$ cat src/rtl/stopwatch_ctrl.sv
// Stopwatch controller: IDLE/RUN/PAUSE FSM, 0.01 s prescaler and 4-digit BCD count 00.00..99.99.
// Optional lap freeze compiled in with STOPWATCH_LAP_EN.
module stopwatch_ctrl #(
    parameter int unsigned TICK_DIV = 1000000
) (
    input  logic       clk_i,
    input  logic       rst_i,
    input  logic       start_stop_i,
    input  logic       set_zero_i,
    input  logic       lap_i,
    output logic [3:0] hund_o,
    output logic [3:0] tenth_o,
    output logic [3:0] sec_o,
    output logic [3:0] tens_o,
    output logic       running_o,
    output logic       lap_active_o,
    output logic       wrap_o
);

    typedef enum logic [1:0] {
        S_IDLE  = 2'd0,
        S_RUN   = 2'd1,
        S_PAUSE = 2'd2
    } state_t;

    localparam logic [23:0] PRESC_MAX = 24'(TICK_DIV - 1);

    state_t          r_state, w_state_nx;
    logic [23:0]     r_presc, w_presc_nx;
    logic [3:0][3:0] r_cnt, w_cnt_nx;   // [0] = hundredths ... [3] = tens of seconds
    logic            r_wrap, w_wrap_nx;
    logic            r_running;
    logic            w_tick;
    logic            w_carry;
    logic            w_clear;

    always_comb begin
        w_state_nx = r_state;
        w_presc_nx = r_presc;
        w_cnt_nx   = r_cnt;
        w_wrap_nx  = 1'b0;
        w_carry    = 1'b0;
        w_tick     = (r_state == S_RUN) && (r_presc == PRESC_MAX);
        w_clear    = (r_state == S_PAUSE) && set_zero_i;

        case (r_state)
            S_IDLE:  if (start_stop_i) w_state_nx = S_RUN;
            S_RUN:   if (start_stop_i) w_state_nx = S_PAUSE;
            S_PAUSE: begin
                if (set_zero_i)        w_state_nx = S_IDLE;
                else if (start_stop_i) w_state_nx = S_RUN;
            end
            default: w_state_nx = S_IDLE;
        endcase

        if (r_state == S_RUN)
            w_presc_nx = w_tick ? 24'd0 : r_presc + 24'd1;

        // BCD ripple; a carry out of the top digit is the 99.99 rollover
        if (w_tick) begin
            w_carry = 1'b1;
            for (int i = 0; i < 4; i++) begin
                if (w_carry) begin
                    if (r_cnt[i] == 4'd9) begin
                        w_cnt_nx[i] = 4'd0;
                    end else begin
                        w_cnt_nx[i] = r_cnt[i] + 4'd1;
                        w_carry     = 1'b0;
                    end
                end
            end
            w_wrap_nx = w_carry;
        end

        if (w_clear) begin
            w_presc_nx = 24'd0;
            w_cnt_nx   = '0;
        end
    end

    always_ff @(posedge clk_i) begin
        if (rst_i) begin
            r_state   <= S_IDLE;
            r_presc   <= 24'd0;
            r_cnt     <= '0;
            r_wrap    <= 1'b0;
            r_running <= 1'b0;
        end else begin
            r_state   <= w_state_nx;
            r_presc   <= w_presc_nx;
            r_cnt     <= w_cnt_nx;
            r_wrap    <= w_wrap_nx;
            r_running <= (w_state_nx == S_RUN);
        end
    end

`ifdef STOPWATCH_LAP_EN
    logic [3:0][3:0] r_hold, w_hold_nx;
    logic [3:0][3:0] r_disp, w_disp_nx;
    logic            r_lap, w_lap_nx;

    always_comb begin
        w_lap_nx  = r_lap;
        w_hold_nx = r_hold;
        if (lap_i) begin
            if ((r_state == S_RUN) && !r_lap) begin
                w_lap_nx  = 1'b1;
                w_hold_nx = r_cnt;
            end else if (r_lap && (r_state != S_IDLE)) begin
                w_lap_nx = 1'b0;
            end
        end
        if (w_clear) w_lap_nx = 1'b0;
        w_disp_nx = w_lap_nx ? w_hold_nx : w_cnt_nx;
    end

    always_ff @(posedge clk_i) begin
        if (rst_i) begin
            r_lap  <= 1'b0;
            r_hold <= '0;
            r_disp <= '0;
        end else begin
            r_lap  <= w_lap_nx;
            r_hold <= w_hold_nx;
            r_disp <= w_disp_nx;
        end
    end

    assign {tens_o, sec_o, tenth_o, hund_o} = r_disp;
    assign lap_active_o = r_lap;
`else
    logic w_unused_lap;
    assign w_unused_lap = lap_i;
    assign {tens_o, sec_o, tenth_o, hund_o} = r_cnt;
    assign lap_active_o = 1'b0;
`endif

    assign running_o = r_running;
    assign wrap_o    = r_wrap;

endmodule

$ cat config.mk
export PLATFORM = sky130hd
export DESIGN_NAME = stopwatch_ctrl
export DESIGN_NICKNAME = d
export VERILOG_FILES = /design/src/rtl/stopwatch_ctrl.sv
export SDC_FILE = /design/constraint.sdc
export NUM_CORES = 1
export LEC_CHECK = 0
export BUFFER_PORTS_ARGS = -buffer_cell sky130_fd_sc_hd__buf_4
export CAP_MARGIN = 40
export CORE_ASPECT_RATIO = 0.75
export CORE_MARGIN = 2
export CORE_UTILIZATION = 38
export CTS_BUF_LIST = sky130_fd_sc_hd__clkbuf_8
export DETAILED_ROUTE_END_ITERATION = 8
export HOLD_SLACK_MARGIN = 0.02
export PLACE_DENSITY_LB_ADDON = 0.1
export SLEW_MARGIN = 25
export SYNTH_ARGS = -nofsm -noshare
export SYNTH_HDL_FRONTEND = slang
export SYNTH_SLANG_ARGS = --single-unit
$ cat constraint.sdc
create_clock -name clk_i -period 2.2 [get_ports clk_i]
set_clock_uncertainty 0.2 [all_clocks]
set_input_delay 0.44 -clock clk_i [delete_from_list [all_inputs] [get_ports clk_i]]
set_output_delay 0.44 -clock clk_i [all_outputs]
set_load 0.01 [all_outputs]
==> results of run 1 <==
metrics by stage:
step	instances	cell area, sq um	hold slack [ns]	util	setup slack, ns
4_1_cts	369	2640	0.127	0.491	0.0465
5_1_grt	369	2650	0.137	0.492	0.00628
2_1_floorplan	251	2130	0.262	-	0.123
3_3_place_gp	361	2540	0.299	0.471	0.0909
3_5_place_dp	361	2540	0.306	0.471	0.0795
6_report	369	2650	0.136	0.492	0.147
sequential cells by signal (all words and copies together) (netlist names):
| name | count |
|---|---|
| hund_o | 4 |
| r_presc | 24 |
| r_state | 2 |
| running_o | 1 |
| sec_o | 4 |
| tens_o | 4 |
| tenth_o | 4 |
| wrap_o | 1 |
placed cells by master, fill, tap and decap left out, types with 2 or more instances in the layout:
cell / count
nand2_1: 14
mux2i_1: 6
and3_1: 6
o21ai_0: 3
buf_4: 46
clkbuf_8: 5
inv_1: 8
nor4b_2: 2
nand3_1: 14
nand4_1: 8
dfxtp_1: 44
nor4_1: 7
a31oi_1: 2
nand2b_1: 2
nand3b_1: 3
nor2b_1: 5
nor2_1: 49
nor3_1: 3
nor3_2: 2
and4_1: 6
a21oi_1: 9
xor2_1: 15
xnor2_1: 15
cells by family (layout without fill, tap and decap cells):
| family | Yosys count | count (layout) | share of synthesized area |
|---|---|---|---|
| AND/OR/NAND/NOR | 132 | 132 | 0.340 |
| flip-flops | 44 | 44 | 0.413 |
| XOR/XNOR | 30 | 30 | 0.123 |
| buffers and inverters | 19 | 62 | 0.0381 |
| AO/OA/AOI/OAI | 18 | 18 | 0.0493 |
| multiplexers | 6 | 6 | 0.0282 |
| adder cells (fa/ha/maj) | 1 | 1 | 0.00587 |
| other | 1 | 1 | 0.00176 |
routing by layer:
layer | share of wire | vias up | global-route usage
met2 | 0.39 | 29 | 0.220
met1 | 0.56 | 760 | 0.205
met5 | 0 | - | 0
met4 | 0.0069 | 0 | 0.0481
met3 | 0.037 | 4 | 0.0413
li1 | - | 945 | -
power by group through the flow:
| stage | combinational [W] | sequential (W) | clock [W] |
|---|---|---|---|
| floorplan | 0.0000464 | 0.000830 | 0 |
| finish | 0.0000834 | 0.000810 | 0.000605 |
| global placement | 0.0000831 | 0.000828 | 0 |
| global route | 0.0000927 | 0.000811 | 0.000650 |
| CTS | 0.0000838 | 0.000810 | 0.000625 |
| detailed placement | 0.0000833 | 0.000828 | 0 |
final cells by class:
type	instances	area (sq um)	share of cell area
multi-input cells	188	1170	0.444
flip-flops and latches	44	881	0.333
clock buffers	5	68.8	0.0260
repair buffers	47	365	0.138
inverters	7	26.3	0.00992
well taps	75	93.8	0.0354
clock inverters	3	38.8	0.0146
worst max-delay path by stage:
stage	endpoint	slack, ns	depth (start not counted)
after floorplan	tens_o[2]$_SDFFE_PP0P_	0.12	7
after global placement	hund_o[1]$_SDFFE_PP0N_	0.09	6
after detailed placement	hund_o[1]$_SDFFE_PP0N_	0.08	6
after CTS	hund_o[1]$_SDFFE_PP0N_	0.05	6
after global routing	hund_o[1]$_SDFFE_PP0N_	0.006	6
final	hund_o[1]$_SDFFE_PP0N_	0.15	6
cell usage after synthesis (2+ instances only):
master / n
buf_4: 2
and4_1: 6
nand3b_1: 3
clkbuf_1: 8
nor2_1: 49
xor2_1: 15
nand2_1: 14
nor4b_2: 2
xnor2_1: 15
o21ai_0: 3
dfxtp_1: 44
a21oi_1: 9
nor4_1: 7
nand3_1: 15
nand2b_1: 2
nor3_2: 2
nand4_1: 8
a31oi_1: 2
and3_1: 6
mux2i_1: 6
nor2b_1: 5
inv_1: 7
nor3_1: 3
buf_2: 2
repair_timing:
| item | 4_1_cts | 5_1_grt |
|---|---|---|
| resized for setup | 0 | 1 |
| hold endpoints to repair | 0 | 0 |
| endpoints found under the setup margin | 0 | 32 |
==> qor.csv, run 1 <==
stage;metric;value;unit
cts;TritonCTS clock tree;yes;
cts;Max H-tree Level;2;
power_and_ir_drop;total power;0.00150;W
power_and_ir_drop;Internal Pwr Total;0.00117;W
critical_path;worst path bufs/invs;0;
hold_path;HP Class;in -> reg;
die;# rows;23;
run_status;status;completed;
placed_design;number of port buffers;21;
timing;# setup viols final;0;
layout;n_diodes;0;
route;antenna viol nets, final;0;
route;Avg WL per Cell;11.8;um
layout;Final Net Count;299;
die;die outline height;68.9;um
die;Die ar.;0.00623;sq mm
hold_path;hold endpoint;r_state[0]$_SDFF_PP0_;
yosys;prevailing post-synth register cell;dfxtp_1;
yosys;Seq/Total Area, Yosys;0.413;
power_and_ir_drop;Comb power frac;0.056;
critical_path;Setup crit end kind;flip-flop;
timing;RSZ-0062 raised after global routing;no;
critical_path;worst-path cell chain;ha_1, and4b_1, nand3_2, or2_1, or4_1, a21oi_1;
yosys;Synth Cell Area;0.00213;sq mm
cts;clk buf depth;2;
yosys;ys async rst share;0;
yosys;post-synth top area share;0.413;
job;maxcap violations;0;
hold_path;min-delay src;rst_i;
critical_path;critical path class;reg -> reg;
yosys;Synth Register Bits;44;
power_and_ir_drop;Sw Ratio;0.216;
timing;Slew Limit Fails;0;
critical_path;Worst Reg2Reg Path Length in Cells;6;
critical_path;Critical Path Source Type;flip-flop;
route;DR vias;1738;
critical_path;crit-path max FO;4;
yosys;synth unique cells;40;
cts;CTS Buf Count;5;
yosys;Synth area leader;dfxtp_1;
power_and_ir_drop;sequential power share;0.541;
global_routing;number of global-route vias before repair;1560;
power_and_ir_drop;Clock power frac;0.404;
cts;Root Driver;clkbuf_8;
critical_path;crit path launch;r_presc[0]$_SDFFE_PP0P_;
route;DRC Markers;0;
critical_path;slowest stage delay, CP;0.47;ns
global_routing;initial antenna violation count;0;
timing;Fin. Hold Viols;0;
cts;hold buffers post-CTS;0;
yosys;Area contributors post-synth;dfxtp_1 (41%), nor2_1 (8.6%), xnor2_1 (6.2%);
power_and_ir_drop;Leak;1.01;nW
global_routing;first-pass GRT wire length;7.18;mm
yosys;Post-synth EDFFs;0;
placed_design;DP HPWL;3.15;mm
timing;fmax;487;MHz
timing;final setup TNS;0;ns
yosys;Synth Net Count;257;
global_routing;pin count of the biggest net entering global routing;22;
layout;share of cells above drive strength 1;0.211;
yosys;Mapped Cells;251;
layout;# fillers;539;
hold_path;WHS Path Cells;2;
timing;minimum clock period;2.05;ns
placed_design;gpl congestion;0.732;
yosys;YS warnings;0;
layout;Area growth syn-to-layout;24.2;%
yosys;Mean Syn Cell Area;8.49;sq um
timing;crit share post-route;0.933;
route;final WL;4.35;mm
power_and_ir_drop;PwrDens;565;mW/mm^2
critical_path;Critical Path RT;2.23;ns
critical_path;R2R Path End;hund_o[1]$_SDFFE_PP0N_;
critical_path;WP data arrival;2.09;ns
die;IO Count;24;
cts;clk_lat worst skew;0.30;ns
global_routing;GRT Overall Usage;0.147;
route;vias per cell;4.71;
critical_path;reg2reg start;r_presc[0]$_SDFFE_PP0P_;
critical_path;internal reg-to-reg setup slack;0.15;ns
cts;Clk pin slew, worst setup/hold paths;0.09;ns
cts;Post-CTS Setup Inserts;0;
critical_path;Top delay family on crit path;simple AND/OR/NAND/NOR gates;
cts;clock sinks;44;
global_routing;Overflow after GRT;0;
route;DR pass1 iterations;4;
die;CORE AREA;0.00538;sq mm
power_and_ir_drop;Sw Pwr;0.000324;W
die;initial core utilization;0.396;
power_and_ir_drop;Peak VDD IR;0.449;mV
critical_path;Critical-path top delay cell;or4_1;
die;die width;90.5;um
route;initial DRC count;79;
No activity file was read; power rests on OpenSTA's default activity.
==> inputs of run 2 (changes only) <==
==> constraint.sdc (replaced) <==
create_clock -name clk_i -period 2.2 [get_ports clk_i]
set_clock_uncertainty 0.2 [all_clocks]
set_input_delay 0.33 -clock clk_i [delete_from_list [all_inputs] [get_ports clk_i]]
set_output_delay 0.33 -clock clk_i [all_outputs]
set_load 0.01 [all_outputs]
==> run 2 against run 1 <==
Net effect:
- sequential power barely moved
- core utilization increased by 0.42 points
- clock-buffer cell count unchanged
- global-route usage is 0.59 points higher
- via count increased by 0.92%
- total power up 1.4%
- critical path type unchanged
==> qor.csv, run 2 (synthesis results as in run 1) <==
stage;metric;value;unit;change
critical_path;crit path launch;r_presc[1]$_SDFFE_PP0P_;;
global_routing;Overflow after GRT;0;;unchanged
global_routing;pin count of the biggest net entering global routing;22;;unchanged
route;initial DRC count;87;;+10%
critical_path;Top delay family on crit path;simple AND/OR/NAND/NOR gates;;
route;antenna viol nets, final;0;;unchanged
global_routing;GRT Overall Usage;0.153;;+0.00594
timing;Fin. Hold Viols;0;;unchanged
die;initial core utilization;0.396;;unchanged
critical_path;internal reg-to-reg setup slack;0.19;ns;+0.04 ns
layout;n_diodes;0;;unchanged
layout;most common cell after layout, fill and taps aside;nor2_1;;
hold_path;HP Class;in -> reg;;
placed_design;DP HPWL;3.29;mm;+4.4%
run_status;status;completed;;
critical_path;Critical Path Source Type;flip-flop;;
timing;final setup TNS;0;ns;unchanged
hold_path;hold endpoint;r_state[1]$_SDFF_PP0_;;
hold_path;min-delay src;start_stop_i;;
timing;RSZ-0062 raised after global routing;no;;
layout;number of flip-flops under the largest register name;24;;unchanged
critical_path;critical path class;reg -> reg;;
cts;clk_lat worst skew;0.30;ns;about the same
critical_path;Worst Reg2Reg Path Length in Cells;6;;unchanged
cts;clock sinks;44;;unchanged
die;# rows;23;;unchanged
power_and_ir_drop;Leak;1.01;nW;+0.51%
cts;Post-CTS Setup Inserts;0;;unchanged
timing;minimum clock period;2.01;ns;-0.0395 ns
timing;fmax;497;MHz;+2.0%
die;die width;90.5;um;unchanged
layout;Storage cell area;881;sq um;unchanged
die;Die ar.;0.00623;sq mm;unchanged
global_routing;first-pass GRT wire length;7.49;mm;+4.2%
cts;Root Driver;clkbuf_8;;
cts;Clk pin slew, worst setup/hold paths;0.09;ns;about the same
layout;cell area after layout;0.00267;sq mm;+0.85%
layout;largest register by flop count;r_presc;;
cts;Max H-tree Level;2;;unchanged
layout;Multi-input gate area;0.00118;sq mm;+0.11%
layout;Area growth syn-to-layout;25.3;%;
cts;CTS Buf Count;5;;unchanged
layout;Final Net Count;301;;+0.67%
timing;crit share post-route;0.915;;-0.0180
layout;# fillers;560;;+3.9%
route;DR vias;1754;;+0.92%
critical_path;Crit path depth;6;;unchanged
layout;commonest non-fill, non-tap cells in the layout;nor2_1 (49), buf_4 (47), dfxtp_1 (44);;
power_and_ir_drop;PwrDens;568;mW/mm^2;+0.54%
critical_path;Critical-path top delay cell;or4_1;;
critical_path;reg2reg start;r_presc[1]$_SDFFE_PP0P_;;
placed_design;placed cell areas;0.00254;sq mm;+0.30%
die;die outline height;68.9;um;unchanged
timing;Slew Limit Fails;0;;unchanged
hold_path;WHS Path Cells;3;;+1
route;DR pass1 iterations;4;;unchanged
route;final WL;4.44;mm;+2.0%
global_routing;number of global-route vias before repair;1584;;+1.5%
die;CORE AREA;0.00538;sq mm;unchanged
route;DRC Markers;0;;unchanged
critical_path;slowest stage delay, CP;0.47;ns;about the same
placed_design;gpl congestion;0.737;;+0.64%
critical_path;worst-path cell chain;ha_1, and4b_1, nand3_1, or2_1, or4_1, a21oi_1;;
die;IO Count;24;;unchanged
critical_path;Setup crit end kind;flip-flop;;
placed_design;number of port buffers;21;;unchanged
critical_path;crit-path max FO;3;;-1
route;vias per cell;4.73;;+0.38%
critical_path;Critical Path RT;2.24;ns;about the same
cts;TritonCTS clock tree;yes;;
power_and_ir_drop;Peak VDD IR;0.267;mV;-40%
route;Avg WL per Cell;12.0;um;+1.5%
critical_path;worst path bufs/invs;0;;unchanged
timing;# setup viols final;0;;unchanged
critical_path;R2R Path End;hund_o[1]$_SDFFE_PP0N_;;
global_routing;initial antenna violation count;0;;unchanged
critical_path;WP data arrival;2.06;ns;-0.03 ns
cts;clk buf depth;2;;unchanged
power_and_ir_drop;total power;0.00152;W;+1.4%
layout;share of cells above drive strength 1;0.216;;+0.00533
job;maxcap violations;0;;unchanged
-- run 2: area by class of cell --
type                    instances  share of cell area
inverters                       7             0.00984
well taps                      75              0.0351
multi-input cells             188               0.440
flip-flops and latches         44               0.330
clock buffers                   5              0.0258
repair buffers                 49               0.143
clock inverters                 3              0.0159
-- run 2: how the worst max path moves through the flow --
stage / endpoint
6_report: hund_o[1]$_SDFFE_PP0N_
5_1_grt: hund_o[1]$_SDFFE_PP0N_
4_1_cts: tens_o[2]$_SDFFE_PP0P_
3_5_place_dp: tens_o[2]$_SDFFE_PP0P_
3_3_place_gp: tens_o[2]$_SDFFE_PP0P_
2_1_floorplan: tens_o[2]$_SDFFE_PP0P_
-- run 2: routing by layer --
layer	track usage	routed length (um)
met1	0.216	2470
met2	0.222	1750
met3	0.0348	154
met4	0.0692	64
met5	0	0
-- run 2: stage by stage --
step                      cells  utilization  hold slack, ns  setup slack [ns]
after floorplan             251            -           0.202             0.123
after global placement      362        0.473           0.300             0.119
after detailed placement    362        0.473           0.316             0.127
after CTS                   371        0.495          0.0842            0.0847
after global routing        371        0.496           0.112            0.0422
final                       371        0.496          0.0912             0.187
-- run 2: tightest hold or removal path: cells and delay by family --
family	cells	cell delay, ns
AOI/OAI and AO/OA	1	0.06
buffers and inverters	1	0.10
and+or+nand+nor	1	0.07
-- run 2: where the power goes --
group	switching, W	internal (W)
sequential	0.00000474	0.000805
clock	0.000287	0.000336
combinational	0.0000473	0.0000389
total	0.000339	0.00118
-- run 2: repair_timing --
item                                    in CTS  in global routing
endpoints found under the setup margin       0                  4
hold endpoints to repair                     3                  0
gates resized for setup                      0                  1
hold buffers                                 1                  0
